==> config.mk <==
export PLATFORM = sky130hd
export DESIGN_NAME = pico_cpu_param
export DESIGN_NICKNAME = d
export VERILOG_FILES = /design/src/rtl/pico_cpu_pkg.sv /design/src/rtl/pico_cpu_alu.sv /design/src/rtl/pico_cpu_param.sv
export SDC_FILE = /design/constraint.sdc
export NUM_CORES = 1
export LEC_CHECK = 0
export CAP_MARGIN = 15
export CORE_AREA = 2 2 166 168
export CTS_CLUSTER_DIAMETER = 60
export DETAILED_ROUTE_END_ITERATION = 16
export DIE_AREA = 0 0 168 170
export PLACE_DENSITY = 0.83
export REMOVE_ABC_BUFFERS = 1
export SLEW_MARGIN = 20
export SYNTH_ARGS = -nofsm -noshare
export SYNTH_HDL_FRONTEND = slang
export SYNTH_SLANG_ARGS = --single-unit
export TNS_END_PERCENT = 30
==> constraint.sdc <==
create_clock -name clk -period 10.1 [get_ports clk]
set_input_delay 1.01 -clock clk [delete_from_list [all_inputs] [get_ports clk]]
set_output_delay 1.01 -clock clk [all_outputs]
set_load 0.01 [all_outputs]
==> src/rtl/pico_cpu_pkg.sv <==
// Shared encodings for the parametrised pico CPU:
// opcodes, ALU functs, FSM states and instruction field positions.
package pico_cpu_pkg;

  localparam logic [2:0] OP_ALUR = 3'd0;
  localparam logic [2:0] OP_ALUI = 3'd1;
  localparam logic [2:0] OP_LDI  = 3'd2;
  localparam logic [2:0] OP_IN   = 3'd3;
  localparam logic [2:0] OP_OUT  = 3'd4;
  localparam logic [2:0] OP_BEQZ = 3'd5;
  localparam logic [2:0] OP_JMP  = 3'd6;
  localparam logic [2:0] OP_HALT = 3'd7;

  localparam logic [2:0] FN_ADD = 3'd0;
  localparam logic [2:0] FN_SUB = 3'd1;
  localparam logic [2:0] FN_AND = 3'd2;
  localparam logic [2:0] FN_OR  = 3'd3;
  localparam logic [2:0] FN_XOR = 3'd4;
  localparam logic [2:0] FN_SLL = 3'd5;
  localparam logic [2:0] FN_SRL = 3'd6;
  localparam logic [2:0] FN_MUL = 3'd7;

  typedef enum logic [1:0] {
    S_IDLE  = 2'd0,
    S_FETCH = 2'd1,
    S_EXEC  = 2'd2,
    S_HALT  = 2'd3
  } state_t;

  localparam int OP_LSB  = 13;
  localparam int RD_LSB  = 10;
  localparam int RS1_LSB = 7;
  localparam int FN_LSB  = 4;
  localparam int RS2_LSB = 0;

endpackage

==> src/rtl/pico_cpu_alu.sv <==
// Combinational ALU; results wrap modulo 2**DATA_W.
module pico_cpu_alu
  import pico_cpu_pkg::*;
#(
  parameter int DATA_W = 8
) (
  input  logic [DATA_W-1:0] a,
  input  logic [DATA_W-1:0] b,
  input  logic [2:0]        funct,
  output logic [DATA_W-1:0] y
);

  localparam int SW = $clog2(DATA_W);

  logic [SW-1:0] sh;

  assign sh = b[SW-1:0];

  always_comb begin
    y = '0;
    unique case (funct)
      FN_ADD: y = a + b;
      FN_SUB: y = a - b;
      FN_AND: y = a & b;
      FN_OR:  y = a | b;
      FN_XOR: y = a ^ b;
      FN_SLL: y = a << sh;
      FN_SRL: y = a >> sh;
      FN_MUL: y = a * b;
      default: y = '0;
    endcase
  end

endmodule

==> src/rtl/pico_cpu_param.sv <==
// Two-cycle FETCH/EXEC core with loadable program RAM,
// eight registers and a valid/ready output port.
module pico_cpu_param
  import pico_cpu_pkg::*;
#(
  parameter int DATA_W = 8,
  parameter int ADDR_W = 4
) (
  input  logic              clk,
  input  logic              rst,
  input  logic              prog_we,
  input  logic [ADDR_W-1:0] prog_addr,
  input  logic [15:0]       prog_data,
  input  logic              start,
  input  logic [DATA_W-1:0] in_data,
  output logic [DATA_W-1:0] out_data,
  output logic              out_valid,
  input  logic              out_ready,
  output logic [ADDR_W-1:0] pc,
  output logic [1:0]        state,
  output logic              halted
);

  state_t            st;
  logic [15:0]       imem [2**ADDR_W];
  logic [15:0]       ir;
  logic [DATA_W-1:0] regs [8];

  logic [2:0]        op, rd, rs1, fn, rs2;
  logic [DATA_W-1:0] ra, rb, alu_b, alu_y, wb;
  logic [DATA_W-1:0] imm4_x, imm8_x;
  logic [ADDR_W-1:0] tgt, pc_inc;
  logic              writes_rd, can_load, idle_like;

  assign op  = ir[OP_LSB +: 3];
  assign rd  = ir[RD_LSB +: 3];
  assign rs1 = ir[RS1_LSB +: 3];
  assign fn  = ir[FN_LSB +: 3];
  assign rs2 = ir[RS2_LSB +: 3];
  assign tgt = ir[ADDR_W-1:0];

  assign imm4_x = DATA_W'({12'b0, ir[3:0]});
  assign imm8_x = DATA_W'({8'b0, ir[7:0]});

  assign ra = (rs1 == 3'd0) ? '0 : regs[rs1];
  assign rb = (rs2 == 3'd0) ? '0 : regs[rs2];

  assign alu_b  = (op == OP_ALUI) ? imm4_x : rb;
  assign pc_inc = pc + ADDR_W'(1);

  assign writes_rd = (op == OP_ALUR) || (op == OP_ALUI) ||
                     (op == OP_LDI)  || (op == OP_IN);

  // A new OUT may load in the same cycle the old value is accepted.
  assign can_load  = !out_valid || out_ready;
  assign idle_like = (st == S_IDLE) || (st == S_HALT);

  pico_cpu_alu #(
    .DATA_W(DATA_W)
  ) u_alu (
    .a     (ra),
    .b     (alu_b),
    .funct (fn),
    .y     (alu_y)
  );

  always_comb begin
    wb = alu_y;
    if (op == OP_LDI)
      wb = imm8_x;
    else if (op == OP_IN)
      wb = in_data;
  end

  always_ff @(posedge clk) begin
    if (prog_we && idle_like)
      imem[prog_addr] <= prog_data;
  end

  always_ff @(posedge clk or posedge rst) begin
    if (rst) begin
      st        <= S_IDLE;
      pc        <= '0;
      ir        <= '0;
      out_data  <= '0;
      out_valid <= 1'b0;
      for (int i = 0; i < 8; i++)
        regs[i] <= '0;
    end else begin
      if (out_valid && out_ready)
        out_valid <= 1'b0;
      unique case (st)
        S_IDLE, S_HALT: begin
          if (start) begin
            pc <= '0;
            st <= S_FETCH;
          end
        end
        S_FETCH: begin
          ir <= imem[pc];
          st <= S_EXEC;
        end
        S_EXEC: begin
          unique case (op)
            OP_OUT: begin
              if (can_load) begin
                out_data  <= ra;
                out_valid <= 1'b1;
                pc        <= pc_inc;
                st        <= S_FETCH;
              end
            end
            OP_BEQZ: begin
              pc <= (ra == '0) ? tgt : pc_inc;
              st <= S_FETCH;
            end
            OP_JMP: begin
              pc <= tgt;
              st <= S_FETCH;
            end
            OP_HALT: begin
              st <= S_HALT;
            end
            default: begin
              if (writes_rd && rd != 3'd0)
                regs[rd] <= wb;
              pc <= pc_inc;
              st <= S_FETCH;
            end
          endcase
        end
        default: st <= S_IDLE;
      endcase
    end
  end

  assign state  = st;
  assign halted = (st == S_HALT);

endmodule

==> metrics.cfg, run 1 <==
[pwr]
pwr-share-comb_pct=53.1
sw_frac_of_total_pct=42.8
p_per_area_nw_per_um2=354
p_int_mw=3.88
p_sw_mw=2.90
p_leak_nw=6.89
pwr-share-clk_pct=18.4
ir_worst_vdd_mv=0.204
power_frac_seq_pct=28.5

[synth]
yosysSeqAreaShare_pct=57.3
yosys.area_share.adder_pct=4.86
synth_xor_area_share_pct=1.29
yosys.area_share.simple_pct=6.94
synthDistinctLibCells=84
ys_seq_elements=343
synth_area_leaders=edfxtp_1 45%, dfrtp_1 13%, mux2i_1 5.8%
synth_compound_area_share_pct=8.80
synth_top_family_by_area=multiplexers
synth_top_area_share_pct=44.7
synth_flop_cell=edfxtp_1
synth.mux.area_fraction_pct=17.2
async_flop_share_pct=25.4
syn_avg_cell_area_um2=13.6
synth-edff-count=256
syn_area_um2=17200
yosys.area.top_type=edfxtp_1
netlist_instances=1261
ys_warn_count=0

[clock_tree]
cts_inserted_buffers=35
htree_levels=2
cts_tree=done
cts_resized=0
clockBufferDepth=3
post-cts-setup-buffers=0
insertion_delay_ps=530
cts.reportedPaths.clkPinSlew_ps=60
hold_buffers=0
ctsRootBufferMaster=clkbuf_16
clock_sinks=343

[sta]
finalSetupViolCount=0
grt_setup_unrepaired=false
period_share_pct=64.3
setup_tns_ps=0
relSlewSlack_pct=31.7
skew_ps=15.4
finalHoldViolations=0
fmax_mhz=154
hold_slack_ps=489
slew_viol_final=0
max_slew.worst_pin.slew_ps=1020
period_needed_ps=6490

[critical_path]
ff2ff_setup_slack_ps=3610
arrival_ps=6900
cp_max_fo=27
critPathCaptureType=register
max_stage_delay_ps=1000
cpMaxStageDelayCell=dfrtp_1
crit_top_cell=fa_1
crit_chain=nor4bb_1 > a211o_1 > a211o_1 > buf_4 > inv_4 > nand2_1 > fa_1 > fa_1 > inv_1 > fa_1 > inv_1 > fa_1 > inv_1 > ha_1 > a21oi_1 > xnor2_1 > xnor2_1 > xnor3_1 > mux2i_1 > a32oi_2 > mux2_1
critPathKind=reg2reg
cp-start-kind=register
required_ps=10500

[die]
core_area_um2=26700
fp.dieW_um=168
num_rows=60
die-area_um2=28600
die_h_um=170
start_util_pct=64.6
ios=49

[routing]
drtAntennaViolNets=0
viasPerCell=6.68
drc=0
drt_pass1_iterations=5
drt_iter0_markers=1096
route.vias.total=11100
wire_per_inst_um=25.7
wl_um=42800

[status]
status=complete, no violations

[global_routing]
grt_pass1_wl_um=65000
grt_usage_pct=30.3
grt-ovfl-total=0
grt_start_max_net_pins=79
antenna_found_initial=0
grt_pass1_vias=11300

[place]
hpwlAfterDp_um=26200
place_congestion=0.961
io_buffer_count=48
dpl-instance-area_um2=18000

[layout]
final_cell_area_um2=19100
antenna_cells=0
seqCellArea_um2=9870
layout_commonest_cell=edfxtp_1
syn2layout_area_growth_pct=11.2
multi_input_area_um2=6840
final_layout_size_suffix_gt1_share_pct=18.6
fillCellCount=1689
final_cell_mix=256 x edfxtp_1, 100 x mux2i_1, 86 x dfrtp_1
nNetsFinal=1390

[min_path]
worst_hold_path_type=reg2reg

[flow_run]
maxCapViolCount=0

## per-layer routing
metal  vias up  part of all wire (%)  GRT usage [%]
met3       102                   8.8           5.21
met4         0                   3.0           12.2
met5         -                     0              0
met2       601                    50           50.3
met1      5556                    38           40.2
li1       4862                     -              -
## sequential cells by signal, summed over array words and instances, names as in the netlist
name / cells
imem: 256
ir: 16
out_data: 8
out_valid: 1
pc: 4
regs: 56
state: 2
## logic make-up (layout without fill, tap and decap cells)
logic type | after synthesis | after routing
flip-flops | 343 | 343
XOR/XNOR | 23 | 23
multiplexers | 230 | 230
AND/OR/NAND/NOR | 256 | 256
adder cells (fa/ha/maj) | 59 | 59
buffers and inverters | 130 | 194
AO/OA/AOI/OAI | 220 | 220
## path summary, 6_finish.rpt
kind / start / endpoint / cells past startpoint
setup / recovery: ir[0]$_DFFE_PP0P_ / regs[31]$_DFFE_PP0P_ / 21
hold / removal: out_data[5]$_DFFE_PP0P_ / out_data[5]$_DFFE_PP0P_ / 2
setup reg to reg: ir[0]$_DFFE_PP0P_ / regs[31]$_DFFE_PP0P_ / 21
hold reg to reg: out_data[5]$_DFFE_PP0P_ / out_data[5]$_DFFE_PP0P_ / 2
max in group asynchronous: rst / pc[0]$_DFFE_PP0P_ / 3
min in group asynchronous: rst / out_data[0]$_DFFE_PP0P_ / 2
## critical path: cells and delay by family, from the launching register on
| kind | cells | cell delay (ps) |
|---|---|---|
| AOI/OAI and AO/OA | 4 | 890 |
| xor gates and xnor gates | 3 | 910 |
| adders and majority gates | 5 | 2230 |
| buffers and inverters | 5 | 540 |
| DFF | 1 | 1000 |
| muxes | 2 | 560 |
| and+or+nand+nor | 2 | 220 |
## area by class of cell
type | count | area share, %
flip-flops and latches | 343 | 51.6
well taps | 341 | 2.23
repair buffers | 73 | 3.51
clock inverters | 19 | 0.817
clock buffers | 45 | 4.98
inverters | 57 | 1.15
multi-input cells | 788 | 35.7
## synth_stat cells (30+ instances only)
cell      number
edfxtp_1     256
mux2i_1      100
nor2_1        97
dfrtp_1       87
mux2_2        76
nand2_1       72
o21ai_0       57
inv_1         49
ha_1          46
mux4_2        42
a21oi_1       39
clkbuf_1      30
## power groups by stage
stage	logic (mW)	clock network (mW)	registers, mW
after floorplan	2.49	0	1.94
after global placement	3.48	0	1.94
after detailed placement	3.53	0	1.95
after CTS	3.56	1.25	1.92
after global routing	3.94	1.31	1.96
final	3.60	1.25	1.93
## per-stage QoR
stage / instances / util, % / power [mW] / setup slack [ps]
floorplan: 1188 / - / 4.42 / 4080
global placement: 1602 / 67.5 / 5.43 / 3780
detailed placement: 1602 / 67.5 / 5.48 / 3670
CTS: 1666 / 71.7 / 6.74 / 3620
global route: 1666 / 71.8 / 7.21 / 3360
finish: 1666 / 71.8 / 6.78 / 3610
Power figures use the tool's default switching activity.
==> run 2, diff against run 1 <==
--- a/config.mk
+++ b/config.mk
@@ -6,11 +6,11 @@
 export NUM_CORES = 1
 export LEC_CHECK = 0
 export CAP_MARGIN = 15
-export CORE_AREA = 2 2 166 168
+export CORE_AREA = 2 2 170 172
 export CTS_CLUSTER_DIAMETER = 60
 export DETAILED_ROUTE_END_ITERATION = 16
-export DIE_AREA = 0 0 168 170
-export PLACE_DENSITY = 0.83
+export DIE_AREA = 0 0 172 174
+export PLACE_DENSITY = 0.79
 export REMOVE_ABC_BUFFERS = 1
 export SLEW_MARGIN = 20
 export SYNTH_ARGS = -nofsm -noshare
==> constraint.sdc (replaced) <==
create_clock -name clk -period 6 [get_ports clk]
set_input_delay 0.6 -clock clk [delete_from_list [all_inputs] [get_ports clk]]
set_output_delay 0.6 -clock clk [all_outputs]
set_load 0.01 [all_outputs]
==> run 2 against run 1 <==
Fmax rose by 16%. Combinational power grew 76%. Wire length is 0.63% lower. Clock skew is 2.2 ps higher. Clock power rose by 72%. Worst setup slack got worse by 3200 ps. Global-route usage down 1.2 points. Total power is 72% higher. Critical path type unchanged. Largest power group unchanged.
==> metrics.cfg, run 2 (same netlist as run 1, synthesis figures left out) <==
[min_path]
worst_hold_path_type=in2async

[place]
io_buffer_count=48  ; unchanged
dp.cells=1679  ; +4.8%
place_congestion=0.981  ; +2.1%
hpwlAfterDp_um=27700  ; +5.9%
dpl-instance-area_um2=18300  ; +1.7%

[sta]
period_needed_ps=5600  ; -898 ps
hold_slack_ps=286  ; -203 ps
slew_viol_final=0  ; unchanged
setup_tns_ps=0  ; unchanged
grt_setup_unrepaired=false
max_slew.worst_pin.slew_ps=1050  ; +26.1 ps
skew_ps=17.6  ; +2.19 ps
finalSetupViolCount=0  ; unchanged
relSlewSlack_pct=30.0  ; -1.7 points
fmax_mhz=179  ; +16%
period_share_pct=93.3  ; +29 points
finalHoldViolations=0  ; unchanged

[die]
num_rows=62  ; +3.3%
core_area_um2=28200  ; +6.0%
ios=49  ; unchanged
fp.dieW_um=172  ; +2.4%
die-area_um2=29900  ; +4.8%
start_util_pct=60.9  ; -3.6 points
die_h_um=174  ; +2.4%

[routing]
drc=0  ; unchanged
drt_pass1_iterations=5  ; unchanged
wl_um=42500  ; -0.63%
route.vias.total=11200  ; +0.58%
wire_per_inst_um=24.3  ; -5.4%
drtAntennaViolNets=0  ; unchanged
drt_iter0_markers=1231  ; +12%
viasPerCell=6.39  ; -4.3%

[global_routing]
grt_pass1_vias=11300  ; +0.12%
grt-ovfl-total=0  ; unchanged
grt_start_max_net_pins=88  ; +11%
grt_usage_pct=29.0  ; -1.2 points
antenna_found_initial=1  ; +1
grt_pass1_wl_um=65200  ; +0.26%

[layout]
largest_reg_flops=256  ; unchanged
final_cell_area_um2=19500  ; +1.9%
instances_no_fill=1750  ; +5.0%
final_layout_size_suffix_gt1_share_pct=21.2  ; +2.5 points
nNetsFinal=1429  ; +2.8%
layout_commonest_cell=edfxtp_1
final_cell_mix=256 x edfxtp_1, 100 x mux2i_1, 85 x nor2_1
multi_input_area_um2=6810  ; -0.44%
top_regs=imem x256, regs x56, ir x16
top_register=imem
fillCellCount=1940  ; +15%
syn2layout_area_growth_pct=13.3
seqCellArea_um2=9870  ; about the same

[critical_path]
cpMaxStageDelayCell=fa_1
required_ps=6410  ; -4090 ps
critPathCaptureType=register
cp-start-kind=register
cp_max_fo=10  ; -63%
critPathKind=reg2reg
max_stage_delay_ps=530  ; -470 ps
arrival_ps=6000  ; -900 ps
crit_top_cell=fa_1
crit_chain=and2_1 > a211o_1 > a211o_1 > inv_4 > nand2_1 > fa_1 > fa_1 > inv_1 > fa_1 > inv_1 > fa_1 > inv_1 > ha_1 > a21oi_1 > xnor2_1 > xnor2_1 > xnor3_1 > mux2i_1 > a32oi_2 > mux2_1

[pwr]
p_per_area_nw_per_um2=598  ; +69%
p_total_mw=11.7  ; +72%
ir_worst_vdd_mv=0.358  ; +75%
p_leak_nw=7.10  ; +3.0%

[status]
status=complete, no violations

[clock_tree]
cts_tree=done
insertion_delay_ps=540  ; about the same
clockBufferDepth=3  ; unchanged
cts.reportedPaths.clkPinSlew_ps=60  ; about the same
ctsRootBufferMaster=clkbuf_16
cts_inserted_buffers=36  ; +2.9%
hold_buffers=0  ; unchanged
clock_sinks=343  ; unchanged
htree_levels=2  ; unchanged

[flow_run]
maxCapViolCount=0  ; unchanged

-- run 2: power breakdown --
group / switching [mW] / internal, mW / leakage [nW]
registers: 0.319 / 2.85 / 3.38
logic: 3.70 / 2.65 / 3.17
clock network: 0.929 / 1.22 / 0.555
-- run 2: area by class of cell --
class	instances	area share, %
multi-input combinational	788	34.9
clock inverter	23	1.12
tap	384	2.46
sequential	343	50.6
antenna	1	0.0128
clock buffer	43	4.80
timing repair buffer	111	4.97
inverter	57	1.13
-- run 2: routing by layer --
metal | GRT usage, % | routed length, um
met5 | 0 | 0
met2 | 47.3 | 20800
met4 | 12.5 | 1780
met1 | 38.5 | 16500
met3 | 5.24 | 3500
-- run 2: worst paths after layout --
check,start,endpoint,slack [ps],depth (start not counted)
setup / recovery,ir[0]$_DFFE_PP0P_,regs[55]$_DFFE_PP0P_,400,20
hold / removal,rst,out_valid$_DFF_PP0_,290,2
setup reg to reg,ir[0]$_DFFE_PP0P_,regs[55]$_DFFE_PP0P_,400,20
hold reg to reg,out_data[6]$_DFFE_PP0P_,out_data[6]$_DFFE_PP0P_,490,2
max in group asynchronous,rst,pc[0]$_DFFE_PP0P_,4470,3
min in group clk,out_data[6]$_DFFE_PP0P_,out_data[6]$_DFFE_PP0P_,490,2
-- run 2: metrics by stage --
step / utilization [%] / setup slack, ps
finish: 69.1 / 403
global route: 69.1 / 142
CTS: 68.9 / 77.4
detailed placement: 64.8 / 116
global placement: 64.8 / 224
floorplan: - / -24.0
-- run 2: worst max-delay path, delay by kind of cell, from the launching register on --
family,cells,cell delay [ps]
XOR/XNOR,3,610
AO/OA/AOI/OAI,4,1030
AND/OR/NAND/NOR,2,270
buffers and inverters,4,230
multiplexers,2,580
adder cells (fa/ha/maj),5,2250
flip-flops,1,480
-- run 2: timing repair --
item	CTS	global route
setup endpoints to repair	0	7
buffers inserted	0	4
gates resized for setup	0	7
==> run 3, diff against run 2 <==
--- a/config.mk
+++ b/config.mk
@@ -10,7 +10,7 @@
 export CTS_CLUSTER_DIAMETER = 60
 export DETAILED_ROUTE_END_ITERATION = 16
 export DIE_AREA = 0 0 172 174
-export PLACE_DENSITY = 0.79
+export PLACE_DENSITY_LB_ADDON = 0.08
 export REMOVE_ABC_BUFFERS = 1
 export SLEW_MARGIN = 20
 export SYNTH_ARGS = -nofsm -noshare
==> run 3 against run 2 <==
Cell count about the same. Sequential share of layout area down 0.058 points. Non-clock buffer count is 1 lower. Count of clock-buffer cells in the layout increased by 2. Flip-flop and latch count unchanged. Fmax down 3.0%. Register-to-register slack lost 180 ps. Critical path depth up 2. Die area stayed put. Clock skew shrank 6.0 ps. Total power rose by 0.62%. Largest power group unchanged.
==> metrics.cfg, run 3 (same netlist as run 1, synthesis figures left out) <==
[status]
status=complete, no violations

[clock_tree]
clock_sinks=343  ; unchanged
cts_tree=done
htree_levels=2  ; unchanged
ctsRootBufferMaster=clkbuf_16
insertion_delay_ps=530  ; about the same
cts_inserted_buffers=37  ; +2.8%
hold_buffers=0  ; unchanged
clockBufferDepth=3  ; unchanged
cts.reportedPaths.clkPinSlew_ps=60  ; about the same

[pwr]
ir_worst_vdd_mv=0.342  ; -4.3%
p_per_area_nw_per_um2=601  ; +0.50%
p_leak_nw=7.11  ; +0.18%
p_total_mw=11.7  ; +0.62%

[routing]
wl_um=42600  ; +0.34%
drtAntennaViolNets=0  ; unchanged
route.vias.total=11000  ; -2.1%
drt_pass1_iterations=5  ; unchanged
drt_iter0_markers=858  ; -30%
viasPerCell=6.26  ; -2.0%
wire_per_inst_um=24.4  ; +0.40%
drc=0  ; unchanged

[place]
io_buffer_count=48  ; unchanged
dpl-instance-area_um2=18300  ; about the same
pre_cts_slack_ps=187  ; +71.3 ps
hpwlAfterDp_um=27700  ; about the same
place_congestion=0.930  ; -5.2%

[critical_path]
reg2reg_from=ir[1]$_DFFE_PP0P_
critPathKind=reg2reg
cp_top_family=adder cells
cp-start-kind=register
arrival_ps=6170  ; +170 ps
rr_endpoint=regs[31]$_DFFE_PP0P_
required_ps=6400  ; about the same
ff2ff_setup_slack_ps=230  ; -180 ps
crit_chain=buf_6 > nor4bb_2 > a211o_1 > a211o_1 > inv_4 > buf_4 > ha_1 > fa_1 > fa_1 > ha_1 > inv_1 > fa_1 > inv_1 > ha_1 > a21o_1 > a21oi_1 > xnor2_1 > xnor2_1 > xnor3_1 > mux2i_1 > a32oi_2 > mux2_1
cp-startpoint=ir[1]$_DFFE_PP0P_
crit_buf_inv=5  ; +1
crit_cells=22  ; +10%
max_stage_delay_ps=470  ; -60 ps
cp_max_fo=15  ; +5
critPathCaptureType=register
reg2regPathDepth=22  ; +10%
cpMaxStageDelayCell=fa_1

[global_routing]
grt_pass1_vias=11100  ; -1.9%
grt_pass1_wl_um=66000  ; +1.2%
grt-ovfl-total=0  ; unchanged
grt_start_max_net_pins=48  ; -45%
antenna_found_initial=0  ; -1
grt_usage_pct=29.4  ; +0.43 points

[min_path]
worst_hold_path_type=in2async

[sta]
max_slew.worst_pin.slew_ps=1110  ; +57.9 ps
skew_ps=11.6  ; -5.98 ps
period_needed_ps=5770  ; +175 ps
fmax_mhz=173  ; -3.0%
finalSetupViolCount=0  ; unchanged
slew_viol_final=0  ; unchanged
setup_tns_ps=0  ; unchanged
finalHoldViolations=0  ; unchanged
fin_ws_ps=228  ; -175 ps
period_share_pct=96.2  ; +2.9 points
relSlewSlack_pct=26.3  ; -3.7 points

[layout]
layout_commonest_cell=edfxtp_1
final_cell_mix=256 x edfxtp_1, 100 x mux2i_1, 84 x nor2_1
final_core_util_pct=69.2  ; +0.080 points
fillCellCount=2010  ; +3.6%
nNetsFinal=1429  ; unchanged
antenna_cells=0  ; -1
final_cell_area_um2=19500  ; +0.12%
syn2layout_area_growth_pct=13.5
top_regs=imem x256, regs x56, ir x16
final_layout_size_suffix_gt1_share_pct=21.2  ; unchanged
largest_reg_flops=256  ; unchanged
top_register=imem

[flow_run]
maxCapViolCount=0  ; unchanged

[die]
die_h_um=174  ; unchanged
die-area_um2=29900  ; unchanged
start_util_pct=60.9  ; unchanged
ios=49  ; unchanged
fp.dieW_um=172  ; unchanged
num_rows=62  ; unchanged
core_area_um2=28200  ; unchanged

run 3: cell count changes in the layout (fill, tap and decap cells not counted), moves of 2 or more:
cell	previous run	this run
clkbuf_16	36	38
clkinvlp_4	3	1
nor2_4	2	4
nor3b_2	1	3
run 3: area by class of cell:
cell class	count	area [um2]	area share, %
clock buffers	45	977	5.00
well taps	384	480	2.46
inverters	57	220	1.13
flip-flops and latches	343	9870	50.5
clock inverters	22	209	1.07
repair buffers	110	950	4.86
multi-input cells	788	6820	34.9
run 3: repair_timing:
item                                   4_1_cts  5_1_grt
endpoints found under the hold margin        0        0
resized for setup                            0        5
setup buffers                                0        1
setup endpoints to repair                    0        7
run 3: power breakdown:
part	internal, mW	leakage (nW)	switching [mW]
sequential	2.85	3.38	0.316
clock	1.30	0.579	0.921
combinational	2.67	3.16	3.68
run 3: routing by layer:
layer	vias up	track usage [%]	wire length, um
met5	-	0	0
met4	0	11.7	1690
met3	107	4.62	2900
met2	441	48.7	20900
met1	5478	39.3	17100
li1	4929	-	-
run 3: how the worst max path moves through the flow:
stage | slack (ps) | to
2_1_floorplan | -20 | regs[31]$_DFFE_PP0P_
3_3_place_gp | 290 | regs[47]$_DFFE_PP0P_
3_5_place_dp | 190 | regs[31]$_DFFE_PP0P_
4_1_cts | 190 | regs[31]$_DFFE_PP0P_
5_1_grt | -30 | regs[31]$_DFFE_PP0P_
6_report | 230 | regs[31]$_DFFE_PP0P_
run 3: metrics by stage:
step                      hold WS, ps  cells
after detailed placement          475   1681
after floorplan                   479   1188
after CTS                         487   1748
after global routing              512   1749
after global placement            462   1681
final                             479   1749
